==> config.mk <==
export PLATFORM = sky130hd
export DESIGN_NAME = sram_arbiter
export DESIGN_NICKNAME = d
export VERILOG_FILES = /design/src/rtl/mano_mem_pkg.sv /design/src/rtl/sram_arb_pick.sv /design/src/rtl/sram_arbiter.sv
export SDC_FILE = /design/constraint.sdc
export NUM_CORES = 1
export LEC_CHECK = 0
export BUFFER_PORTS_ARGS = -buffer_cell sky130_fd_sc_hd__clkbuf_2
export CORE_ASPECT_RATIO = 1.2
export CORE_MARGIN = 2
export CORE_UTILIZATION = 45
export DETAILED_ROUTE_END_ITERATION = 16
export PLACE_DENSITY = 0.85
export SLEW_MARGIN = 20
export SYNTH_ARGS = -nofsm -noshare
export SYNTH_HDL_FRONTEND = slang
export SYNTH_SLANG_ARGS = --single-unit
==> constraint.sdc <==
create_clock -name clk -period 1.55 [get_ports clk]
set_input_delay 0.2325 -clock clk [delete_from_list [all_inputs] [get_ports clk]]
set_output_delay 0.2325 -clock clk [all_outputs]
set_load 0.03 [all_outputs]
==> src/rtl/mano_mem_pkg.sv <==
// Shared definitions for the SRAM arbiter slice.
//   MANO_AW / MANO_DW : default address / data widths of the 16x16 sram
//   arb_state_e       : sequencer states (IDLE, ACCESS, RWAIT)
//   port_id_e         : requester id (PORT0 = CPU, PORT1 = loader/DMA)
package mano_mem_pkg;

    localparam int unsigned MANO_AW = 16;
    localparam int unsigned MANO_DW = 16;

    typedef enum logic [1:0] {
        IDLE   = 2'd0,
        ACCESS = 2'd1,
        RWAIT  = 2'd2
    } arb_state_e;

    typedef enum logic {
        PORT0 = 1'b0,
        PORT1 = 1'b1
    } port_id_e;

endpackage

==> src/rtl/sram_arb_pick.sv <==
// Winner select for the two-port SRAM arbiter.
// Build option: SRAM_ARB_RR_EN
//   defined   -> round-robin; a 1-bit priority pointer moves to the loser
//                after every grant (reset value PORT0)
//   undefined -> fixed priority, port 0 always wins; no pointer state
// Ports:
//   clk, rst_n : clock, synchronous active-low reset (pointer only)
//   m0_req     : port 0 request
//   m1_req     : port 1 request
//   take       : the arbiter is issuing the current winner this cycle
//   win_id     : winning port (meaningful when win_vld = 1)
//   win_vld    : at least one request is pending
module sram_arb_pick
    import mano_mem_pkg::*;
(
    input  logic     clk,
    input  logic     rst_n,
    input  logic     m0_req,
    input  logic     m1_req,
    input  logic     take,
    output port_id_e win_id,
    output logic     win_vld
);

    assign win_vld = m0_req | m1_req;

`ifdef SRAM_ARB_RR_EN
    port_id_e ptr_q;
    port_id_e ptr_d;

    // The pointer names the port that wins a tie.
    always_comb begin
        win_id = PORT0;
        if (m0_req && m1_req) begin
            win_id = ptr_q;
        end else if (m1_req) begin
            win_id = PORT1;
        end
    end

    // After a grant, hand tie priority to the port that did not win.
    always_comb begin
        ptr_d = ptr_q;
        if (take) begin
            ptr_d = (win_id == PORT0) ? PORT1 : PORT0;
        end
    end

    always_ff @(posedge clk) begin
        if (!rst_n) begin
            ptr_q <= PORT0;
        end else begin
            ptr_q <= ptr_d;
        end
    end
`else
    logic unused_rr;
    assign unused_rr = ^{clk, rst_n, take};

    always_comb begin
        win_id = PORT0;
        if (m1_req && !m0_req) begin
            win_id = PORT1;
        end
    end
`endif

endmodule

==> src/rtl/sram_arbiter.sv <==
// Two-requester arbiter/sequencer for the shared single-port sram.
// Port 0 is the CPU memory port, port 1 the program loader / I/O DMA port.
// Sequence per access: IDLE (latch winner) -> ACCESS (gnt, sram samples)
// -> IDLE for writes, or -> RWAIT (capture data_out) -> IDLE with rvalid.
// Build option: SRAM_ARB_RR_EN selects round-robin arbitration (see
// sram_arb_pick); default is fixed priority with port 0 winning.
// Ports:
//   clk, rst_n                : clock, synchronous active-low reset
//   mN_req/we/addr/wdata      : request from port N (held until mN_gnt)
//   mN_gnt                    : 1-cycle pulse, port N access issued
//   mN_rvalid / mN_rdata      : 1-cycle read-valid pulse / held read data
//   sram_we_n/addr/data_in    : registered drive to the sram
//   sram_data_out             : sram read data, valid 1 cycle after addr
module sram_arbiter
    import mano_mem_pkg::*;
#(
    parameter int unsigned AW = MANO_AW,
    parameter int unsigned DW = MANO_DW
) (
    input  logic          clk,
    input  logic          rst_n,
    input  logic          m0_req,
    input  logic          m0_we,
    input  logic [AW-1:0] m0_addr,
    input  logic [DW-1:0] m0_wdata,
    output logic          m0_gnt,
    output logic          m0_rvalid,
    output logic [DW-1:0] m0_rdata,
    input  logic          m1_req,
    input  logic          m1_we,
    input  logic [AW-1:0] m1_addr,
    input  logic [DW-1:0] m1_wdata,
    output logic          m1_gnt,
    output logic          m1_rvalid,
    output logic [DW-1:0] m1_rdata,
    output logic          sram_we_n,
    output logic [AW-1:0] sram_addr,
    output logic [DW-1:0] sram_data_in,
    input  logic [DW-1:0] sram_data_out
);

    arb_state_e    state_q,   state_d;
    port_id_e      winner_q,  winner_d;
    logic          we_n_q,    we_n_d;
    logic [AW-1:0] addr_q,    addr_d;
    logic [DW-1:0] wdata_q,   wdata_d;
    logic          gnt0_q,    gnt0_d;
    logic          gnt1_q,    gnt1_d;
    logic          rvalid0_q, rvalid0_d;
    logic          rvalid1_q, rvalid1_d;
    logic [DW-1:0] rdata0_q,  rdata0_d;
    logic [DW-1:0] rdata1_q,  rdata1_d;

    port_id_e pick_id;
    logic     pick_vld;
    logic     take;

    // Requests only matter in IDLE; the pick result is ignored elsewhere.
    assign take = (state_q == IDLE) && pick_vld;

    sram_arb_pick u_pick (
        .clk     (clk),
        .rst_n   (rst_n),
        .m0_req  (m0_req),
        .m1_req  (m1_req),
        .take    (take),
        .win_id  (pick_id),
        .win_vld (pick_vld)
    );

    always_comb begin
        state_d   = state_q;
        winner_d  = winner_q;
        we_n_d    = 1'b1;       // write strobe only ever lasts the ACCESS cycle
        addr_d    = addr_q;
        wdata_d   = wdata_q;
        gnt0_d    = 1'b0;
        gnt1_d    = 1'b0;
        rvalid0_d = 1'b0;
        rvalid1_d = 1'b0;
        rdata0_d  = rdata0_q;
        rdata1_d  = rdata1_q;

        case (state_q)
            IDLE: begin
                if (take) begin
                    winner_d = pick_id;
                    state_d  = ACCESS;
                    if (pick_id == PORT0) begin
                        we_n_d  = ~m0_we;
                        addr_d  = m0_addr;
                        wdata_d = m0_wdata;
                        gnt0_d  = 1'b1;
                    end else begin
                        we_n_d  = ~m1_we;
                        addr_d  = m1_addr;
                        wdata_d = m1_wdata;
                        gnt1_d  = 1'b1;
                    end
                end
            end
            ACCESS: begin
                // we_n still high here means the access is a read.
                state_d = we_n_q ? RWAIT : IDLE;
            end
            RWAIT: begin
                state_d = IDLE;
                if (winner_q == PORT0) begin
                    rdata0_d  = sram_data_out;
                    rvalid0_d = 1'b1;
                end else begin
                    rdata1_d  = sram_data_out;
                    rvalid1_d = 1'b1;
                end
            end
            default: state_d = IDLE;
        endcase
    end

    always_ff @(posedge clk) begin
        if (!rst_n) begin
            state_q   <= IDLE;
            winner_q  <= PORT0;
            we_n_q    <= 1'b1;
            addr_q    <= '0;
            wdata_q   <= '0;
            gnt0_q    <= 1'b0;
            gnt1_q    <= 1'b0;
            rvalid0_q <= 1'b0;
            rvalid1_q <= 1'b0;
            rdata0_q  <= '0;
            rdata1_q  <= '0;
        end else begin
            state_q   <= state_d;
            winner_q  <= winner_d;
            we_n_q    <= we_n_d;
            addr_q    <= addr_d;
            wdata_q   <= wdata_d;
            gnt0_q    <= gnt0_d;
            gnt1_q    <= gnt1_d;
            rvalid0_q <= rvalid0_d;
            rvalid1_q <= rvalid1_d;
            rdata0_q  <= rdata0_d;
            rdata1_q  <= rdata1_d;
        end
    end

    assign m0_gnt       = gnt0_q;
    assign m1_gnt       = gnt1_q;
    assign m0_rvalid    = rvalid0_q;
    assign m1_rvalid    = rvalid1_q;
    assign m0_rdata     = rdata0_q;
    assign m1_rdata     = rdata1_q;
    assign sram_we_n    = we_n_q;
    assign sram_addr    = addr_q;
    assign sram_data_in = wdata_q;

endmodule

==> metrics.csv <==
metric,value,unit
full die area,7392,um2
worst vdd ir,0.6729,mV
WL final,7748,um
wire length per cell,13.27,um
grt total ovfl,0,
layout cells sized above 1,43.69,%
status,finished clean,
core area,6486,um2
Vias/cell,5.080,
CP max stage cell,or3b_1,
unrepaired setup endpoints after global routing,false,
global-route wire length before repair,11970,um
post-CTS sizing,0,
worst min path class,in -> reg,
TritonCTS clock tree,built,
worst path bufs/invs,0,
CP max stage delay,640,ps
critical path startpoint category,flip-flop,
H-Tree Level Count,3,
Mapped Area,3023,um2
DR DRC count,0,
Die Wd,78.82,um
Arrival @ worst endpoint,1620,ps
Register Area,1441,um2
Final Setup Violations,0,
die height,93.79,um
# fillers,579,
Final Cycle Share,91.10,%
Clock Skew,5.894,ps
row cnt,32,
#FFs+latches synth,72,
slew of the pin with the lowest slew margin,585.1,ps
Post-layout nets,580,
CTS Sinks,72,
"leading cell types in the layout, fill and taps excluded","clkbuf_2, nand2_1, dfxtp_1",
TritonCTS buffer count,9,
hold-fix buffers at CTS,0,
Starting Density,46.60,%
CP Cell Sequence,or3b_1 > nand2_1 > a21oi_1,
Starting DRT DRC Count,94,
CP Max Fanout,17,
clk root buf,clkbuf_8,
Fmax,708.2,MHz
Worst slew margin,60.99,%
Fin Setup TNS,0,ps
vias post-DR,2967,
"commonest non-fill, non-tap cell in the layout",clkbuf_2,
yosys warns,0,
final instance area,4120,um2
"Slew Viols, Final",0,
crit path time final,1412,ps
Tot GR Track Use,20.48,%
Layout Utilization,63.52,%
Syn Nets,434,
antenna cell count,0,
DP Area,3851,um2
initial antenna violation count,0,
Cell Pwr Density,1204,nW/um2
sequential cell area fraction in the yosys report,47.68,%
DRT Pass-1 Iters,4,
syn avg cell area,8.686,um2
DP HPWL,5566,um
I/O pins,155,
remaining antenna violation count after routing,0,
Final Hold Viols,0,
cell taking the most area after synthesis,dfxtp_1,
pin count of the biggest net entering global routing,45,
Synth cell types,25,
CTS Buffer Depth,2,
vias in the first global route,2662,
WP data required,1760,ps
Max Cap Violations,0,
# Post-CTS Setup Buffers,0,
Syn-to-layout area delta,36.30,%
crit-path leading delay family,simple AND/OR/NAND/NOR gates,
top cell type's share of synthesized area,47.68,%
Worst-Skew Late Latency,330,ps
port bufs,154,
LEAKAGE,1.842,nW
"top cells by area, synth","dfxtp_1, nand2_1, a311oi_2",
Multi-input gate area,1414,um2
Syn Inst Count,348,
critical path class,reg -> reg,
routability congestion estimate,0.7052,
Clock Pin Slew Worst Setup and Hold Paths,80,ps
CP Capture Type,flip-flop,
[synth_stat cells (all sizes together)]
| cell type | n |
|---|---|
| nand2 | 129 |
| dfxtp | 72 |
| a21oi | 65 |
| a311oi | 32 |
| clkbuf | 16 |
| buf | 15 |
| nor2 | 3 |
| and2 | 2 |
| and3 | 2 |
| a21bo | 1 |
| and3b | 1 |
| and4b | 1 |
| inv | 1 |
| mux2 | 1 |
| nand2b | 1 |
| nand3 | 1 |
| nand3b | 1 |
| nor2b | 1 |
| nor3b | 1 |
| or2 | 1 |
| or3b | 1 |
[logic make-up (layout without fill, tap and decap cells)]
logic type             Yosys count  after routing  synth area share [%]
DFF                             72             72                 47.68
AOI/OAI and AO/OA               98             98                 26.57
buffers and inverters           32            183                 5.629
muxes                            1              1                0.3725
and+or+nand+nor                145            145                 19.74
[state kept, by name (all words and copies together), names as in the netlist]
signal and cells:
m0_rdata 16, sram_data_in 16, m1_rdata 16, m0_gnt 1
winner_q 1, m1_gnt 1, sram_addr 16, state_q 2
m1_rvalid 1, sram_we_n 1, m0_rvalid 1
[where the power goes]
group          internal (mW)  switching [mW]
clock                   1.28           0.673
sequential              1.97          0.0699
combinational          0.350           0.617
total                   3.60            1.36
[layout make-up]
class                      instances  area share, %
sequential                        72          34.98
clock inverter                     5          3.097
timing repair buffer             166          21.50
tap                               85          2.581
inverter                           1        0.09110
clock buffer                      11          3.432
multi-input combinational        244          34.32
[metal layers]
metal | track usage [%] | part of all wire [%] | up-vias
li1 | - | - | 1489
met1 | 24.20 | 41 | 1349
met2 | 36.11 | 51 | 119
met3 | 5.000 | 6.7 | 10
met4 | 7.040 | 1.3 | 0
met5 | 0 | 0 | -
[final timing paths]
path / start / end / slack [ps] / cells after the start
setup reg to reg: state_q[1]$_SDFFE_PN0P_ / m0_rdata[9]$_SDFFE_PN0P_ / 140 / 3
setup / recovery: state_q[1]$_SDFFE_PN0P_ / m0_rdata[9]$_SDFFE_PN0P_ / 140 / 3
hold reg to reg: m0_rdata[5]$_SDFFE_PN0P_ / m0_rdata[5]$_SDFFE_PN0P_ / 460 / 2
hold / removal: sram_data_out[2] / m0_rdata[2]$_SDFFE_PN0P_ / 130 / 3
[worst register-to-register path, stage by stage, from the launching register on]
cell	delay [ps]
dfxtp_1	410
or3b_1	640
nand2_1	180
a21oi_1	70
[per-stage QoR]
step | hold WS, ps | worst slack, ps | power (mW) | cells
after floorplan | 368.5 | 279.6 | 2.758 | 348
after global placement | 440.5 | 199.6 | 3.042 | 568
after detailed placement | 450.3 | 148.9 | 3.061 | 568
after CTS | 114.9 | 125.0 | 5.009 | 584
after global routing | 117.8 | 51.43 | 5.157 | 584
final | 131.9 | 137.9 | 4.962 | 584
No activity file was read; power rests on OpenSTA's default activity.
